==> src/rtl/vtc_pkg.sv <==
// Shared constants for the video timing counters: default widths and the decoded
// terminal-count values for the main and phase counters.
package vtc_pkg;

  localparam int CW_DEF = 10;
  localparam int PW_DEF = 8;

  localparam int CNT_K10  = 10;
  localparam int CNT_K13  = 13;
  localparam int CNT_K21  = 21;
  localparam int CNT_K44  = 44;
  localparam int CNT_K45  = 45;
  localparam int CNT_K261 = 261;
  localparam int CNT_K272 = 272;
  localparam int CNT_K283 = 283;
  localparam int CNT_K284 = 284;
  localparam int CNT_K509 = 509;
  localparam int CNT_K511 = 511;
  localparam int CNT_K567 = 567;
  localparam int CNT_K591 = 591;

  localparam int PCNT_K6   = 6;
  localparam int PCNT_K12  = 12;
  localparam int PCNT_K17  = 17;
  localparam int PCNT_K27  = 27;
  localparam int PCNT_K241 = 241;

  localparam int NCNT_K  = 13;
  localparam int NPCNT_K = 5;

endpackage

==> src/rtl/vtc_counter.sv <==
// Clear > enable > hold counter with registered equality flags; the optional wrap
// pulse is present only when VTC_WRAP_FLAG_EN is defined.
module vtc_counter #(
  parameter int            W     = 10,
  parameter int            NK    = 1,
  parameter logic [NK*W-1:0] KVALS = '0
) (
  input  logic          clk,
  input  logic          rst_n,
  input  logic          clr,
  input  logic          en,
  output logic [W-1:0]  q,
  output logic [NK-1:0] hit
`ifdef VTC_WRAP_FLAG_EN
  ,
  output logic          wrap
`endif
);

  logic [W-1:0]  nxt;
  logic [NK-1:0] hit_d;

  always_comb begin
    nxt = q;
    if (clr)
      nxt = '0;
    else if (en)
      nxt = q + 1'b1;
  end

  // Flags decode the next value so they line up with the register holding it.
  always_comb begin
    hit_d = '0;
    for (int i = 0; i < NK; i++)
      hit_d[i] = (nxt == KVALS[i*W +: W]);
  end

  always_ff @(posedge clk or negedge rst_n) begin
    if (!rst_n) begin
      q   <= '0;
      hit <= '0;
    end else begin
      q   <= nxt;
      hit <= hit_d;
    end
  end

`ifdef VTC_WRAP_FLAG_EN
  // Only a genuine increment from all-ones counts as a wrap; clears never pulse.
  always_ff @(posedge clk or negedge rst_n) begin
    if (!rst_n)
      wrap <= 1'b0;
    else
      wrap <= !clr && en && (q == '1);
  end
`endif

endmodule

==> src/rtl/video_timing_counters.sv <==
// Main and phase timing counters with registered terminal-count flags for the sync
// controller. Defining VTC_WRAP_FLAG_EN adds cnt_wrap/pcnt_wrap pulses.
module video_timing_counters
  import vtc_pkg::*;
#(
  parameter int CW = CW_DEF,
  parameter int PW = PW_DEF
) (
  input  logic          CK,
  input  logic          RN,
  input  logic          cclr,
  input  logic          csm,
  input  logic          pclr,
  input  logic          pc,
  output logic [CW-1:0] cnt_q,
  output logic [PW-1:0] pcnt_q,
  output logic          cnt10,
  output logic          cnt13,
  output logic          cnt21,
  output logic          cnt44,
  output logic          cnt45,
  output logic          cnt261,
  output logic          cnt272,
  output logic          cnt283,
  output logic          cnt284,
  output logic          cnt509,
  output logic          cnt511,
  output logic          cnt567,
  output logic          cnt591,
  output logic          pcnt6,
  output logic          pcnt12,
  output logic          pcnt17,
  output logic          pcnt27,
  output logic          pcnt241
`ifdef VTC_WRAP_FLAG_EN
  ,
  output logic          cnt_wrap,
  output logic          pcnt_wrap
`endif
);

  localparam logic [NCNT_K*CW-1:0] CNT_KS = {
    CW'(CNT_K591), CW'(CNT_K567), CW'(CNT_K511), CW'(CNT_K509),
    CW'(CNT_K284), CW'(CNT_K283), CW'(CNT_K272), CW'(CNT_K261),
    CW'(CNT_K45),  CW'(CNT_K44),  CW'(CNT_K21),  CW'(CNT_K13),
    CW'(CNT_K10)
  };

  localparam logic [NPCNT_K*PW-1:0] PCNT_KS = {
    PW'(PCNT_K241), PW'(PCNT_K27), PW'(PCNT_K17), PW'(PCNT_K12), PW'(PCNT_K6)
  };

  logic [NCNT_K-1:0]  cnt_hit;
  logic [NPCNT_K-1:0] pcnt_hit;

  // The main counter free-runs unless stalled; the phase counter only steps on pc.
  vtc_counter #(.W(CW), .NK(NCNT_K), .KVALS(CNT_KS)) u_main (
    .clk   (CK),
    .rst_n (RN),
    .clr   (cclr),
    .en    (~csm),
    .q     (cnt_q),
    .hit   (cnt_hit)
`ifdef VTC_WRAP_FLAG_EN
    ,
    .wrap  (cnt_wrap)
`endif
  );

  vtc_counter #(.W(PW), .NK(NPCNT_K), .KVALS(PCNT_KS)) u_phase (
    .clk   (CK),
    .rst_n (RN),
    .clr   (pclr),
    .en    (pc),
    .q     (pcnt_q),
    .hit   (pcnt_hit)
`ifdef VTC_WRAP_FLAG_EN
    ,
    .wrap  (pcnt_wrap)
`endif
  );

  assign {cnt591, cnt567, cnt511, cnt509, cnt284, cnt283, cnt272, cnt261,
          cnt45, cnt44, cnt21, cnt13, cnt10} = cnt_hit;

  assign {pcnt241, pcnt27, pcnt17, pcnt12, pcnt6} = pcnt_hit;

endmodule

==> config.mk <==
export PLATFORM = sky130hd
export DESIGN_NAME = video_timing_counters
export DESIGN_NICKNAME = d
export VERILOG_FILES = /design/src/rtl/vtc_pkg.sv /design/src/rtl/vtc_counter.sv /design/src/rtl/video_timing_counters.sv
export SDC_FILE = /design/constraint.sdc
export NUM_CORES = 1
export LEC_CHECK = 0
export BUFFER_PORTS_ARGS = -buffer_cell sky130_fd_sc_hd__buf_2
export CAP_MARGIN = 15
export CORE_MARGIN = 5
export CORE_UTILIZATION = 47
export DETAILED_ROUTE_END_ITERATION = 16
export PLACE_DENSITY_LB_ADDON = 0.05
export SETUP_SLACK_MARGIN = 0.5
export SLEW_MARGIN = 20
export SYNTH_ARGS = -nofsm -noshare
export SYNTH_HDL_FRONTEND = slang
export SYNTH_SLANG_ARGS = --single-unit
==> constraint.sdc <==
create_clock -name CK -period 2.1 [get_ports CK]
set_input_delay 0.315 -clock CK [delete_from_list [all_inputs] [get_ports CK]]
set_output_delay 0.315 -clock CK [all_outputs]
set_load 0.01 [all_outputs]
==> impl_metrics.json, run 1 <==
{
  "rsz0062_at_grt": "yes",
  "vias_per_std_cell": 5.652,
  "area.growth.synth_to_final_pct": 36.54,
  "postSynth.topFlopCell": "dfrtp_1",
  "numPortBuffers": 41,
  "finalCritPeriodShare_pct": 89.94,
  "final-hold-violation-count": 0,
  "setup.worst_path.end_class": "flip-flop",
  "floorplan.io_pins": 42,
  "synth-simple-area-share_pct": 32.59,
  "peakVddDrop_v": 0.0002769,
  "start_util_pct": 47.62,
  "detail_route.wl_per_cell_um": 17.66,
  "finalNetCount": 268,
  "synth_largest_area_cell": "dfrtp_1",
  "die_h_um": 75.73,
  "clock_latency_ns": 0.29,
  "cts.sink_count": 36,
  "grt_pass1_vias": 1786,
  "postSynthCellCount": 204,
  "crit_type": "reg2reg",
  "synth_largest_type_area_fraction_pct": 44.36,
  "ant_nets": 0,
  "finalWeightedCongestion": 0.9333,
  "ys_seq_area_share_pct": 44.36,
  "place.detailed.hpwl_um": 3886,
  "grt.overflow.total": 0,
  "cts_tree": "built",
  "layout-drive-gt1-share_pct": 50.96,
  "die_w_um": 75.73,
  "syn-mean-instance-area_um2": 9.954,
  "combinational_family_with_the_most_area_after_synthesis": "simple AND/OR/NAND/NOR gates",
  "mappedNetlistArea_um2": 2031,
  "synth_warnings": 0,
  "synth_seq_cells": 36,
  "synth_compound_gate_area_share_pct": 9.057,
  "path_max_fanout": 4,
  "synthTopCellsByArea": "dfrtp_1, nor2_1, xnor2_1",
  "maxSlewHeadroom_pct": 47.34,
  "cts_buffers": 5,
  "h_tree_depth": 2,
  "holdCritPathClass": "in2async",
  "antenna_found_initial": 0,
  "layout.cells.non_filler": 313,
  "cts-root-to-sink-buffers": 2,
  "detailroute.via_count": 1769,
  "max_freq_ghz": 0.5294,
  "antenna-diode-count": 0,
  "die_area_um2": 5735,
  "track_usage_pct": 21.06,
  "p_leak_uw": 0.001224,
  "fin_tns_setup_ns": 0,
  "rows": 24,
  "drc": 0,
  "final.setup_skew_ns": 0.008049,
  "initialDrtViolationCount": 80,
  "cp-start-kind": "flip-flop",
  "crit_arrival_ns": 2.12,
  "worstPathRequired_ns": 2.33,
  "clk_pin_slew_ns": 0.08,
  "power_per_cell_area_nw_per_um2": 525.4,
  "run_status": "complete, no violations",
  "wire_length_of_the_first_global_routing_pass_um": 8866,
  "timing.final.max_slew_violations": 0,
  "drt_wl_total_um": 5528,
  "number_of_hold_buffers_added_after_cts": 0,
  "placed_cells_incl_taps": 288,
  "root_buffer": "clkbuf_8",
  "yosys-mux-area-fraction_pct": 2.341,
  "drtPass1Iterations": 4,
  "core_area_um2": 4264,
  "synth-xor-area-share_pct": 6.470,
  "synth-async-reset-ratio_pct": 100.0,
  "finalSetupViolations": 0,
  "max_cap_viol_count": 0,
  "worstMarginPinSlew_ns": 0.7899,
  "maximum_number_of_pins_on_one_net_before_global_route_repair": 37,
  "synth_fa_ha_area_share_pct": 1.232,
  "mappedNetlistNets": 212,
  "synth-edff-count": 0,
  "timing.final.crit_period_ns": 1.889,
  "yosysUniqueCellTypes": 53
}
==> power breakdown <==
group          switching (µW)  internal, µW
clock                     254           351
combinational            80.2          54.9
sequential               15.0           702
==> worst max-delay path, stage by stage (launching register included) <==
cell and delay (ns):
dfrtp_2 0.46, ha_4 0.26, or3_4 0.36, a21bo_4 0.24
or3_4 0.39, nor2_2 0.11
==> cells in the mapped netlist, types with 3 or more instances <==
master	number
nor4_2	5
xor2_1	6
nand2_1	14
and4_1	3
nand2b_1	4
o21ai_0	7
nor4_1	7
nor2_1	22
xnor2_1	9
clkbuf_1	3
inv_1	3
nor3_1	4
or3_1	6
a21oi_1	7
buf_2	4
dfrtp_1	36
nand3b_1	3
nor2b_1	7
and3_1	3
nand3_1	9
==> per-stage QoR <==
stage	instance area, µm²	util [%]	hold WS, ns	setup slack (ns)	power (µW)
floorplan	2120	-	0.01941	0.3145	800.5
global placement	2338	54.84	0.4336	0.1019	834.0
detailed placement	2338	54.84	0.4412	0.06015	839.0
CTS	2684	62.94	0.1240	0.2668	1466
global route	2773	65.02	0.1772	0.1576	1517
finish	2773	65.02	0.1063	0.2112	1457
==> area by class of cell <==
type,count,area [µm²]
timing repair buffer,60,356.6
clock buffer,5,68.82
sequential,36,912.1
fill,345,1491
inverter,4,20.02
multi-input combinational,153,1308
tap,52,65.06
clock inverter,3,42.54
==> cells by family (layout without fill, tap and decap cells) <==
group,count (synthesis),in the layout
AND/OR/NAND/NOR,105,105
flip-flops,36,36
adder cells (fa/ha/maj),2,2
buffers and inverters,15,72
XOR/XNOR,15,15
AO/OA/AOI/OAI,27,27
multiplexers,4,4
==> path summary, 6_finish.rpt <==
check,slack (ns),from,end,cells after the start
setup / recovery,0.21,u_main.q[0],u_main.hit[4],5
min in group CK,0.38,pclr,u_phase.q[0],2
max in group asynchronous,1.45,RN,u_phase.q[0],1
hold / removal,0.11,RN,u_phase.q[2],1
setup reg to reg,0.21,u_main.q[0],u_main.hit[4],5
hold reg to reg,0.65,u_phase.q[0],u_phase.q[0],2
==> routing by layer <==
metal / GRT usage [%] / vias to the layer above / share of wire [%] / routed length, µm
met5: 0 / - / 0 / 0
met4: 8.155 / 0 / 1.8 / 101
met3: 5.013 / 11 / 6.1 / 337
met2: 36.63 / 59 / 53 / 2919
met1: 25.08 / 865 / 39 / 2170
li1: - / 834 / - / -
==> registers in the layout, summed over array words and instances, names as in the netlist <==
signal / flops
u_main.hit: 13
u_phase.q: 8
u_main.q: 10
u_phase.hit: 5
==> timing repair <==
| item | 4_1_cts | 5_1_grt |
|---|---|---|
| setup endpoints to repair | 22 | 21 |
| setup buffers | 15 | 1 |
| pin swaps | 13 | 10 |
| resized for setup | 29 | 17 |
| cloned | 0 | 1 |
==> layout by cell type, fill, tap and decap left out, types with 3 or more instances in the layout <==
| cell | Yosys | layout |
|---|---|---|
| dfrtp_2 | 0 | 9 |
| nor2b_1 | 7 | 6 |
| nand3b_1 | 3 | 3 |
| nor2_1 | 22 | 18 |
| nand3_1 | 9 | 6 |
| nor4_2 | 5 | 5 |
| xnor2_1 | 9 | 8 |
| buf_6 | 2 | 3 |
| clkbuf_8 | 0 | 5 |
| dfrtp_1 | 36 | 27 |
| a21oi_2 | 1 | 5 |
| or3_4 | 0 | 3 |
| buf_2 | 4 | 42 |
| nor4_1 | 7 | 5 |
| inv_1 | 3 | 3 |
| xor2_1 | 6 | 5 |
| nand2b_1 | 4 | 4 |
| o21ai_0 | 7 | 6 |
| or3_1 | 6 | 3 |
| and3_1 | 3 | 3 |
| nor2_2 | 1 | 3 |
| buf_4 | 0 | 15 |
| nand3_2 | 0 | 3 |
| nand2_1 | 14 | 14 |
Power figures use the tool's default switching activity.
==> inputs of run 2 (changes only) <==
MAX_ROUTING_LAYER = met4   (was default)
PLACE_DENSITY_LB_ADDON = 0.25   (was 0.05)
clock period = 2.36 ns   (was 2.1 ns; I/O delays follow)
==> impl_metrics.json, run 2 (synthesized netlist as in run 1, its figures left out) <==
{
  "run_status": "complete, no violations",
  "critical_path.slowest_cell": "dfrtp_1",
  "rows": 24,
  "timing.final.max_slew_violations": 0,
  "floorplan.io_pins": 42,
  "worstPathRequired_ns": 2.51,
  "place.detailed.hpwl_um": 3443,
  "drt_wl_total_um": 5445,
  "detail_route.wl_per_cell_um": 17.51,
  "placed_cells_incl_taps": 287,
  "grt_pass1_vias": 1606,
  "timing.final.crit_period_ns": 1.873,
  "die_area_um2": 5735,
  "detailroute.via_count": 1783,
  "area.growth.synth_to_final_pct": 33.64,
  "layout.cells.non_filler": 311,
  "fin_tns_setup_ns": 0,
  "finalNetCount": 266,
  "core_area_um2": 4264,
  "finalCritPeriodShare_pct": 79.36,
  "p_leak_uw": 0.001240,
  "final-seq-area_um2": 910.9,
  "clock_latency_ns": 0.29,
  "cts_tree": "built",
  "peakVddDrop_v": 0.0001863,
  "timing.critical_path.cells": "ha_2, nand4b_1, o21ai_1, and4_1, nand3_1, nor4_1",
  "cpPeakStageDelay_ns": 0.36,
  "setup.worst_path.end_class": "flip-flop",
  "initialDrtViolationCount": 133,
  "largest_register": "u_main.hit",
  "worst_r2r_end": "u_main.hit[0]",
  "drtPass1Iterations": 6,
  "multiInputGateArea_um2": 1275,
  "h_tree_depth": 2,
  "grt.overflow.total": 0,
  "die_w_um": 75.73,
  "cts_buffers": 5,
  "largest_register_ff_count": 13,
  "path_max_fanout": 5,
  "drc": 0,
  "cts-root-to-sink-buffers": 2,
  "top_regs": "u_main.hit x13, u_main.q x10, u_phase.q x8",
  "die_h_um": 75.73,
  "clk_pin_slew_ns": 0.08,
  "crit_type": "reg2reg",
  "vias_per_std_cell": 5.733,
  "maximum_number_of_pins_on_one_net_before_global_route_repair": 37,
  "finalSetupViolations": 0,
  "final-hold-violation-count": 0,
  "most-common-layout-cells": "buf_2, dfrtp_1, nor2_1",
  "worst_r2r_startpoint": "u_main.q[0]",
  "final.setup_skew_ns": 0.008360,
  "maxSlewHeadroom_pct": 46.82,
  "start_util_pct": 47.62,
  "holdCritPathClass": "in2async",
  "number_of_cells_on_the_worst_reg_to_reg_path": 6,
  "layout-drive-gt1-share_pct": 45.17,
  "track_usage_pct": 19.15,
  "power_per_cell_area_nw_per_um2": 472.3,
  "finalWeightedCongestion": 0.9072,
  "cp-start-kind": "flip-flop",
  "max_cap_viol_count": 0,
  "rsz0062_at_grt": "yes",
  "regToRegSetupSlack_ns": 0.49,
  "antenna-diode-count": 0,
  "crit_family": "simple AND/OR/NAND/NOR gates",
  "numPortBuffers": 41,
  "cts.sink_count": 36,
  "worstMarginPinSlew_ns": 0.7978,
  "fillerInstances": 334,
  "ant_nets": 0,
  "max_freq_ghz": 0.5339,
  "wire_length_of_the_first_global_routing_pass_um": 7962,
  "crit_arrival_ns": 2.02,
  "total_buffers_and_inverters_traversed_by_the_critical_path": 0,
  "antenna_found_initial": 0,
  "root_buffer": "clkbuf_8",
  "most_common_cell_after_layout_fill_and_taps_aside": "buf_2"
}
-- run 2: final cells by class --
| class | count | share of cell area [%] |
|---|---|---|
| multi-input combinational | 154 | 46.98 |
| sequential | 36 | 33.56 |
| timing repair buffer | 57 | 12.45 |
| clock buffer | 6 | 2.674 |
| tap | 52 | 2.397 |
| clock inverter | 2 | 1.291 |
| inverter | 4 | 0.6455 |
-- run 2: metrics by stage --
stage | hold WS [ns] | setup slack [ns] | total power, µW | area [µm²] | utilization [%]
2_1_floorplan | 0.05841 | 0.5220 | 700.8 | 2054 | -
3_3_place_gp | 0.4838 | 0.3330 | 736.6 | 2268 | 53.20
3_5_place_dp | 0.4934 | 0.2999 | 739.1 | 2268 | 53.20
4_1_cts | 0.1781 | 0.5050 | 1287 | 2492 | 58.45
5_1_grt | 0.2156 | 0.4328 | 1335 | 2714 | 63.64
6_report | 0.1493 | 0.4870 | 1282 | 2714 | 63.64
-- run 2: repair_timing --
action                                  4_1_cts  5_1_grt
resized for setup                             8       35
pin swaps                                     4        8
hold buffers                                  0        0
gates cloned                                  1        0
hold endpoints to repair                      0        0
setup buffers                                10        5
endpoints found under the setup margin       14       14
-- run 2: report_power, final --
part | total (µW) | leakage, µW | internal, µW | switching (µW)
Clock | 532 | 0.0000552 | 313 | 218
Sequential | 629 | 0.000487 | 624 | 5.09
Combinational | 121 | 0.000698 | 45.0 | 76.0
-- run 2: routing by layer --
| metal | global-route usage (%) | part of all wire [%] | vias to the layer above |
|---|---|---|---|
| met5 | - | 0 | - |
| met4 | 7.767 | 1.3 | 0 |
| met1 | 26.85 | 44 | 865 |
| met2 | 27.04 | 48 | 72 |
| met3 | 3.694 | 6.8 | 9 |
| li1 | - | - | 837 |
-- run 2: worst max path at each step --
stage | start | to | slack (ns) | depth (start not counted)
after floorplan | u_main.q[1] | u_main.hit[4] | 0.52 | 6
after global placement | u_main.q[3] | u_main.hit[11] | 0.33 | 5
after detailed placement | u_main.q[1] | u_main.hit[11] | 0.30 | 6
after CTS | u_main.q[1] | u_main.hit[1] | 0.50 | 5
after global routing | u_main.q[1] | u_main.hit[12] | 0.43 | 7
final | u_main.q[0] | u_main.hit[0] | 0.49 | 6
-- run 2: worst register-to-register path: stages (launching register included) --
cell,delay [ns]
dfrtp_1,0.36
ha_2,0.22
nand4b_1,0.19
o21ai_1,0.28
and4_1,0.27
nand3_1,0.09
nor4_1,0.32
